===== config.mk =====
export PLATFORM = sky130hd
export DESIGN_NAME = div_32_iter_flat
export DESIGN_NICKNAME = d
export VERILOG_FILES = /design/src/rtl/div_32_iter_pkg.sv /design/src/rtl/div_32_iter_if.sv /design/src/rtl/div_32_iter_step.sv /design/src/rtl/div_32_iter.sv /design/src/flat_wrapper.sv
export SDC_FILE = /design/constraint.sdc
export NUM_CORES = 1
export LEC_CHECK = 0
export CAP_MARGIN = 15
export CORE_ASPECT_RATIO = 0.5
export CORE_UTILIZATION = 40
export DETAILED_ROUTE_END_ITERATION = 12
export HOLD_SLACK_MARGIN = 0.05
export PLACE_DENSITY = 0.66
export RECOVER_POWER = 50
export SLEW_MARGIN = 20
export SYNTH_ARGS = -nofsm -noshare
export SYNTH_HDL_FRONTEND = slang
export SYNTH_HIERARCHICAL = 1
export SYNTH_SLANG_ARGS = --single-unit

===== constraint.sdc =====
create_clock -name clk -period 3.5 [get_ports clk]
set_input_delay 0.35 -clock clk [delete_from_list [all_inputs] [get_ports clk]]
set_output_delay 0.35 -clock clk [all_outputs]
set_load 0.05 [all_outputs]

===== src/rtl/div_32_iter_pkg.sv =====
// Shared types and constants for the iterative 32-bit DIV/DIVU unit.
// State encoding, operand width and the counter-width helper live here.
package div_32_iter_pkg;

    localparam int DIV_WIDTH = 32;

    typedef enum logic [1:0] {
        ST_IDLE = 2'd0,
        ST_BUSY = 2'd1,
        ST_FIX  = 2'd2,
        ST_DONE = 2'd3
    } div_state_e;

    // One extra bit so the counter can step past WIDTH-1 without wrapping.
    function automatic int div_cnt_width(input int width);
        return $clog2(width) + 1;
    endfunction

endpackage


===== src/rtl/div_32_iter_if.sv =====
// Pipeline-to-divider handshake: operands and control in, stall/busy and hi/lo out.
// The pipeline drives the master side; the divider implements the slave side.
interface div_32_iter_if
    import div_32_iter_pkg::*;
#(
    parameter int WIDTH = DIV_WIDTH
);
    logic             start;
    logic             is_signed;
    logic [WIDTH-1:0] opA;
    logic [WIDTH-1:0] opB;
    logic             stalled;
    logic             busy;
    logic [WIDTH-1:0] hi;
    logic [WIDTH-1:0] lo;

    modport master (
        output start, is_signed, opA, opB,
        input  stalled, busy, hi, lo
    );

    modport slave (
        input  start, is_signed, opA, opB,
        output stalled, busy, hi, lo
    );
endinterface


===== src/rtl/div_32_iter_step.sv =====
// One restoring-division step: shift the next dividend bit into the partial
// remainder, trial-subtract the divisor and record the quotient bit.
module div_32_iter_step
    import div_32_iter_pkg::*;
#(
    parameter int WIDTH = DIV_WIDTH
) (
    input  logic [WIDTH-1:0] rem_i,
    input  logic [WIDTH-1:0] q_i,
    input  logic [WIDTH-1:0] divisor_i,
    output logic [WIDTH-1:0] rem_next_o,
    output logic [WIDTH-1:0] q_next_o
);
    logic [WIDTH:0]   shifted;
    logic [WIDTH+1:0] diff;
    logic             ge;

    // Extra top bit acts as the borrow: clear means shifted >= divisor.
    always_comb begin
        shifted    = {rem_i, q_i[WIDTH-1]};
        diff       = {1'b0, shifted} - {2'b00, divisor_i};
        ge         = ~diff[WIDTH+1];
        rem_next_o = ge ? diff[WIDTH-1:0] : shifted[WIDTH-1:0];
        q_next_o   = {q_i[WIDTH-2:0], ge};
    end
endmodule


===== src/rtl/div_32_iter.sv =====
// Iterative restoring DIV/DIVU: one quotient bit per cycle, sign fix-up in a
// dedicated cycle, quotient to lo and remainder to hi.
module div_32_iter
    import div_32_iter_pkg::*;
#(
    parameter int WIDTH = DIV_WIDTH
) (
    input  logic         clk,
    input  logic         reset,
    div_32_iter_if.slave bus
);
    localparam int CNT_W = div_cnt_width(WIDTH);
    localparam logic [CNT_W-1:0] LAST_STEP = CNT_W'(WIDTH - 1);

    div_state_e       state_q;
    logic [CNT_W-1:0] count_q;
    logic [WIDTH-1:0] quo_q;
    logic [WIDTH-1:0] rem_q;
    logic [WIDTH-1:0] divisor_q;
    logic             neg_quo_q;
    logic             neg_rem_q;
    logic             busy_q;
    logic [WIDTH-1:0] hi_q;
    logic [WIDTH-1:0] lo_q;

    logic [WIDTH-1:0] quo_d;
    logic [WIDTH-1:0] rem_d;
    logic             sign_a;
    logic             sign_b;
    logic [WIDTH-1:0] mag_a;
    logic [WIDTH-1:0] mag_b;

    // Magnitude of the most negative value is 2^(WIDTH-1) as unsigned, so no overflow.
    always_comb begin
        sign_a = bus.is_signed & bus.opA[WIDTH-1];
        sign_b = bus.is_signed & bus.opB[WIDTH-1];
        mag_a  = sign_a ? (~bus.opA + 1'b1) : bus.opA;
        mag_b  = sign_b ? (~bus.opB + 1'b1) : bus.opB;
    end

    div_32_iter_step #(
        .WIDTH(WIDTH)
    ) u_step (
        .rem_i      (rem_q),
        .q_i        (quo_q),
        .divisor_i  (divisor_q),
        .rem_next_o (rem_d),
        .q_next_o   (quo_d)
    );

    always_ff @(posedge clk) begin
        if (reset) begin
            state_q   <= ST_IDLE;
            count_q   <= '0;
            quo_q     <= '0;
            rem_q     <= '0;
            divisor_q <= '0;
            neg_quo_q <= 1'b0;
            neg_rem_q <= 1'b0;
            busy_q    <= 1'b0;
            hi_q      <= '0;
            lo_q      <= '0;
        end else begin
            case (state_q)
                ST_IDLE: begin
                    if (bus.start) begin
                        quo_q     <= mag_a;
                        divisor_q <= mag_b;
                        neg_quo_q <= sign_a ^ sign_b;
                        neg_rem_q <= sign_a;
                        rem_q     <= '0;
                        count_q   <= '0;
                        busy_q    <= 1'b1;
                        state_q   <= ST_BUSY;
                    end
                end
                ST_BUSY: begin
                    rem_q   <= rem_d;
                    quo_q   <= quo_d;
                    count_q <= count_q + 1'b1;
                    if (count_q == LAST_STEP) begin
                        state_q <= ST_FIX;
                    end
                end
                ST_FIX: begin
                    lo_q    <= neg_quo_q ? (~quo_q + 1'b1) : quo_q;
                    hi_q    <= neg_rem_q ? (~rem_q + 1'b1) : rem_q;
                    state_q <= ST_DONE;
                end
                ST_DONE: begin
                    // start is still high here for the issuing instruction; it must not relaunch.
                    busy_q  <= 1'b0;
                    state_q <= ST_IDLE;
                end
                default: begin
                    busy_q  <= 1'b0;
                    state_q <= ST_IDLE;
                end
            endcase
        end
    end

    always_comb begin
        bus.stalled = 1'b0;
        case (state_q)
            ST_IDLE: bus.stalled = bus.start;
            ST_BUSY: bus.stalled = 1'b1;
            ST_FIX:  bus.stalled = 1'b1;
            default: bus.stalled = 1'b0;
        endcase
    end

    assign bus.busy = busy_q;
    assign bus.hi   = hi_q;
    assign bus.lo   = lo_q;
endmodule


===== src/flat_wrapper.sv =====
// flat-port wrapper written by rule: the top's interface ports become plain ports
module div_32_iter_flat import div_32_iter_pkg::*;
#(
    parameter int WIDTH = DIV_WIDTH
)
  (clk, reset, bus_start, bus_is_signed, bus_opA, bus_opB, bus_stalled, bus_busy, bus_hi, bus_lo);
  div_32_iter_if #(.WIDTH(WIDTH)) bus_i ();
  input  logic clk;
  input  logic reset;
  input wire logic [$bits(bus_i.start)-1:0] bus_start;
  input wire logic [$bits(bus_i.is_signed)-1:0] bus_is_signed;
  input wire logic [$bits(bus_i.opA)-1:0] bus_opA;
  input wire logic [$bits(bus_i.opB)-1:0] bus_opB;
  output wire logic [$bits(bus_i.stalled)-1:0] bus_stalled;
  output wire logic [$bits(bus_i.busy)-1:0] bus_busy;
  output wire logic [$bits(bus_i.hi)-1:0] bus_hi;
  output wire logic [$bits(bus_i.lo)-1:0] bus_lo;
  assign bus_i.start = bus_start;
  assign bus_i.is_signed = bus_is_signed;
  assign bus_i.opA = bus_opA;
  assign bus_i.opB = bus_opB;
  assign bus_stalled = bus_i.stalled;
  assign bus_busy = bus_i.busy;
  assign bus_hi = bus_i.hi;
  assign bus_lo = bus_i.lo;
  div_32_iter #(.WIDTH(WIDTH)) u_core (.clk(clk), .reset(reset), .bus(bus_i));
endmodule

=== Word-level counts from Yosys, hierarchy flattened ===
Index checks and enable logic that the tools add are counted.

* Register bits: 171
* Input port bits: 68

* Add/sub/neg operators: 6
* Equality and inequality tests: 6
* Mux-type cells: 17
* Bitwise gates (word level): 8
* Reduce and logical (&&, ||, !) cells: 8

{| class="wikitable"
|+ Operator list
! operator !! count
|-
| 32-bit 2-to-1 mux || 7
|-
| 32-bit by 1-bit adder with 32-bit output, second input constant || 4
|-
| 32-bit inverter || 4
|-
| 32-bit case mux with 2 select lines || 2
|-
| 33-bit by 32-bit subtractor with 34-bit output || 1
|-
| 6-bit case mux with 2 select lines || 1
|-
| 2-bit case mux with 4 select lines || 1
|-
| 2-bit AND reduction || 4
|-
| 6-bit by 1-bit adder with 6-bit output, second input constant || 1
|-
| 6-bit by 5-bit == test with 1-bit output, second input constant || 1
|-
| 6-bit 2-to-1 mux || 1
|-
| 2-bit == test, second input constant || 2
|-
| 2-bit 2-to-1 mux || 2
|-
| 1-bit case mux with 2 select lines || 2
|-
| 2-bit nonzero test || 2
|-
| 1-bit bitwise AND || 2
|-
| 2-bit by 1-bit == test with 1-bit output, second input constant || 1
|-
| 2-bit zero test || 1
|-
| 2-bit by 1-bit inequality test with 1-bit output, second input constant || 1
|-
| 2-bit inequality test, second input constant || 1
|-
| 2-bit OR reduction || 1
|-
| 1-bit 2-to-1 mux || 1
|-
| 1-bit inverter || 1
|-
| 1-bit XOR || 1
|}

=== Longest topological paths before layout ===
* Depth after elaboration: 5
* Depth in mapped cells: 14

=== Modules after synthesis ===
Netlist, hierarchy kept.

{| class="wikitable"
|+ Modules (own cells, without submodules)
! module !! times used !! cells an instance !! area an instance (sq um) !! sequential area each (sq um)
|-
| div_32_iter || 1 || 1087 || 8953.6 || 3423.3
|-
| div_32_iter_step || 1 || 405 || 2670.1 || 0.0
|}

=== Worst setup path after synthesis ===
OpenSTA, ideal clock, no wires.

* Path type: reg-to-reg
* From: reg u_core.rem_q[0]
* To: reg u_core.rem_q[1]
* Library setup time: 0.128 ns
* Arrival time: 2.419 ns
* Required time: 3.372 ns
* Path slack: 0.954 ns
* Stages on the path, launching flop included: 11
* Buffers on the path: 1
* Path through: dfxtp_1 ha_1 nor2b_1 o2111a_1 o21ai_1 a311oi_2 nor3_4 buf_4 mux2_2 a22oi_1 nor2_1

* Cells in the longest elaborated chain, start to end: 3

{| class="wikitable"
|+ Ends and longest elaborated chain
! item !! RTL line !! text
|-
| start: declaration || div_32_iter.sv:18 || <nowiki>logic [WIDTH-1:0] rem_q;</nowiki>
|-
| start signal: assignment || div_32_iter.sv:78 || <nowiki>rem_q <= rem_d;</nowiki>
|-
| 33-bit by 32-bit subtractor with 34-bit output || div_32_iter_step.sv:21 || <nowiki>diff = {1'b0, shifted} - {2'b00, divisor_i};</nowiki>
|-
| 32-bit 2-to-1 mux * || div_32_iter_step.sv:23 || <nowiki>rem_next_o = ge ? diff[WIDTH-1:0] : shifted[WIDTH-1:0];</nowiki>
|-
| named net u_core.rem_d[1] || div_32_iter.sv:27 || <nowiki>logic [WIDTH-1:0] rem_d;</nowiki>
|-
| 32-bit case mux with 2 select lines * || div_32_iter.sv:64 || <nowiki>case (state_q)</nowiki>
|}

The timed path passes the listed nets; every way through them passes the cells marked *.
A chain may end at the register's enable or synchronous reset.

=== Final worst setup path ===
* From: reg u_core.rem_q[0]
* To: reg u_core.rem_q[29]

* Cells in the longest elaborated chain, start to end: 3

{| class="wikitable"
|+ Ends and longest elaborated chain
! item !! RTL line
|-
| 33-bit by 32-bit subtractor with 34-bit output || div_32_iter_step.sv:21
|-
| 32-bit 2-to-1 mux || div_32_iter_step.sv:23
|-
| named net u_core.rem_d[29] || div_32_iter.sv:27
|-
| 32-bit case mux with 2 select lines || div_32_iter.sv:64
|}

The timed path passes the listed nets, and every way through them passes these cells.

==> reports/metrics.yaml <==
clock_network:
  clk_path_buf_depth: 2
  clock_sinks: 171
  postCtsSetupBuffers: 0
  cts_buffers: 17
  cts_resized: 0
  clk_pin_slew_ns: 0.07
  cts_hold_buffers: 0
  htree_levels: 4
  cts_tree: "yes"
  insertion_delay_ns: 0.45
  cts-root-buf: "clkbuf_16"
setup_path:
  cp-start-kind: "flop"
  endpoint_kind: "flop"
  crit_path_max_fanout: 14
  critPathRequiredTime_ns: 3.88
  crit_type: "reg2reg"
  arrival_ns: 3.44
routing:
  drcViolationCount: 0
  drtAntennaViolNets: 0
  first_pass_iters: 6
  wl_per_cell_microns: 17.3
  avgViaCountPerCell: 5.75
  via_count: 11200
  drt-total-wl_microns: 33700
  first_iter_violations: 985
place:
  gp_congestion: 0.903
  dp_hpwl_microns: 25300
  preCtsSetupSlack_ns: 0.424
  dp.cells: 1911
  port_buffers: 133
floorplanning:
  die-area_sq_mm: 0.0298
  die_w_microns: 243
  boundaryPins: 134
  die_y_microns: 123
  num_rows: 43
  start_util: 0.413
  coreArea_sq_mm: 0.0281
global_route:
  grt_pass1_vias: 10500
  overflow: 0
  grt_max_degree: 65
  grt_usage: 0.226
  grt_pass1_wl_microns: 54200
  antenna_found_initial: 0
pwr:
  vdd_drop_max_v: 0.000346
  power.density_mw_per_mm2: 715
  p_leak_nw: 5.30
cells_and_area:
  syn_to_final_growth_pct: 17.1
  antenna_cells: 0
  drive_gt1_frac: 0.0666
  final_cells: 1943
  final_nets: 1659
synthesis:
  syn-instance-count: 1492
  synth.most_common_cell: "nor2_1"
  yosysTopAreaCell: "dfxtp_1"
  synth-edff-count: 0
  ys.flop_type: "dfxtp_1"
  yosysWarnings: 6
  synth-seq-cells: 171
  yosys.area.top_type_share: 0.295
  async_flop_share: 0
  avgSynthCellArea_sq_um: 7.79
  synth_area_sq_mm: 0.0116
  yosysSeqAreaShare: 0.295
  syn-num-nets: 1603
  netlist_top_cells_area: "dfxtp_1, nor2_1, xor2_1"
  synthTopCellsByCount: "nor2_1, dfxtp_1, nand2_1"
  ys_types: 83
timing:
  post-route-period-util: 0.877
  clock_skew_ns: 0.0132
  grt_setup_unrepaired: "no"
  worstMarginPinSlew_ns: 1.75
  max_freq_mhz: 326
  hold_viol: 0
  min_period_ns: 3.07
  slew-limit-headroom: -0.166
  maxSlewViolCount: 44
  finalSetupViolations: 0
  fin_setup_tns_ns: 0
  setup_ws_ns: 0.432
run_status:
  violations: "max-capacitance violations, max-slew violations"
  status: "complete, but fails checks"
job:
  cap_viol_max_count: 1
min_path:
  hold_class: "in2reg"
## registers in the layout (all words and copies together) (netlist names)
signal and count:
u_core/bus.lo 32, u_core/bus.busy 1, u_core/count_q 6, u_core/neg_rem_q 1, u_core/divisor_q 32, u_core/neg_quo_q 1, u_core/quo_q 32, u_core/bus.hi 32
u_core/state_q 2, u_core/rem_q 32
## per-stage QoR
stage	total power, mW	area (sq um)	utilization	hold slack (ns)
after floorplan	6.67	11600	-	0.425
after global placement	7.83	13000	0.464	0.442
after detailed placement	7.91	13000	0.464	0.446
after CTS	9.85	13600	0.484	0.152
after global routing	10.4	13600	0.484	0.167
final	9.73	13600	0.484	0.182
## cell families (layout without fill, tap and decap cells)
group,after synthesis,after routing,share of synthesized area
flip-flops,171,171,0.295
XOR/XNOR,127,127,0.0957
buffers and inverters,185,254,0.0740
multiplexers,25,25,0.0226
adder cells (fa/ha/maj),43,43,0.0469
AND/OR/NAND/NOR,500,500,0.206
AO/OA/AOI/OAI,441,441,0.260
## cell usage in the layout (no fill, tap or decap), drive strengths merged, types with 7 or more instances in the layout
cell type | netlist | layout
ha | 42 | 42
o21a | 10 | 10
a21oi | 82 | 82
nor2 | 188 | 188
o41ai | 10 | 10
or3 | 24 | 24
nand3 | 20 | 20
dlygate4sd3 | 0 | 65
nor3 | 32 | 32
clkdlybuf4s50 | 0 | 67
xnor2 | 55 | 55
clkbuf | 66 | 24
and3 | 14 | 14
nand2b | 9 | 9
or4 | 17 | 17
a311oi | 9 | 9
inv | 61 | 67
nand2 | 134 | 134
o211ai | 11 | 11
a31oi | 29 | 29
o31ai | 41 | 41
or2 | 7 | 7
nor4 | 13 | 13
o22ai | 13 | 13
a22oi | 33 | 33
a211oi | 69 | 69
xor2 | 72 | 72
dfxtp | 171 | 171
a21o | 15 | 15
buf | 56 | 22
nor2b | 11 | 11
clkinv | 2 | 8
mux2i | 21 | 21
o21ai | 88 | 88
## power by group
group | switching [mW] | leakage, nW | total [mW] | internal (mW)
Clock | 0.869 | 0.293 | 1.91 | 1.04
Sequential | 0.427 | 1.39 | 2.84 | 2.41
Combinational | 3.27 | 3.61 | 4.98 | 1.71
## routing by layer
layer	wire length, microns	GRT usage	vias up
met1	15100	0.286	5392
met5	0	0	-
li1	-	-	5451
met3	1720	0.0424	36
met2	16300	0.392	293
met4	554	0.0672	0
## worst max-delay path, cell delays in order (launching register included)
cell,delay [ns]
dfxtp_1,0.59
ha_1,0.30
nor2b_1,0.14
o2111a_1,0.28
o21ai_1,0.38
a311oi_2,0.18
nor3_4,0.21
inv_2,0.23
and4_1,0.27
nor3_1,0.17
a22oi_1,0.12
nor2_1,0.13
## final timing paths
check                    startpoint  slack, ns  cells past startpoint                 to
setup reg to reg    u_core/rem_q[0]       0.43                     11   u_core/rem_q[29]
hold / removal                reset       0.18                      2  u_core/bus.lo[24]
setup / recovery    u_core/rem_q[0]       0.43                     11   u_core/rem_q[29]
hold reg to reg   u_core/bus.hi[12]       0.46                      2  u_core/bus.hi[12]
## layout make-up
type | instances | area (sq um)
clock buffer | 19 | 453
clock inverter | 13 | 133
fill | 2755 | 14500
inverter | 63 | 236
multi-input combinational | 1136 | 7350
sequential | 171 | 3420
tap | 382 | 478
timing repair buffer | 159 | 1530
Power figures use the tool's default switching activity.
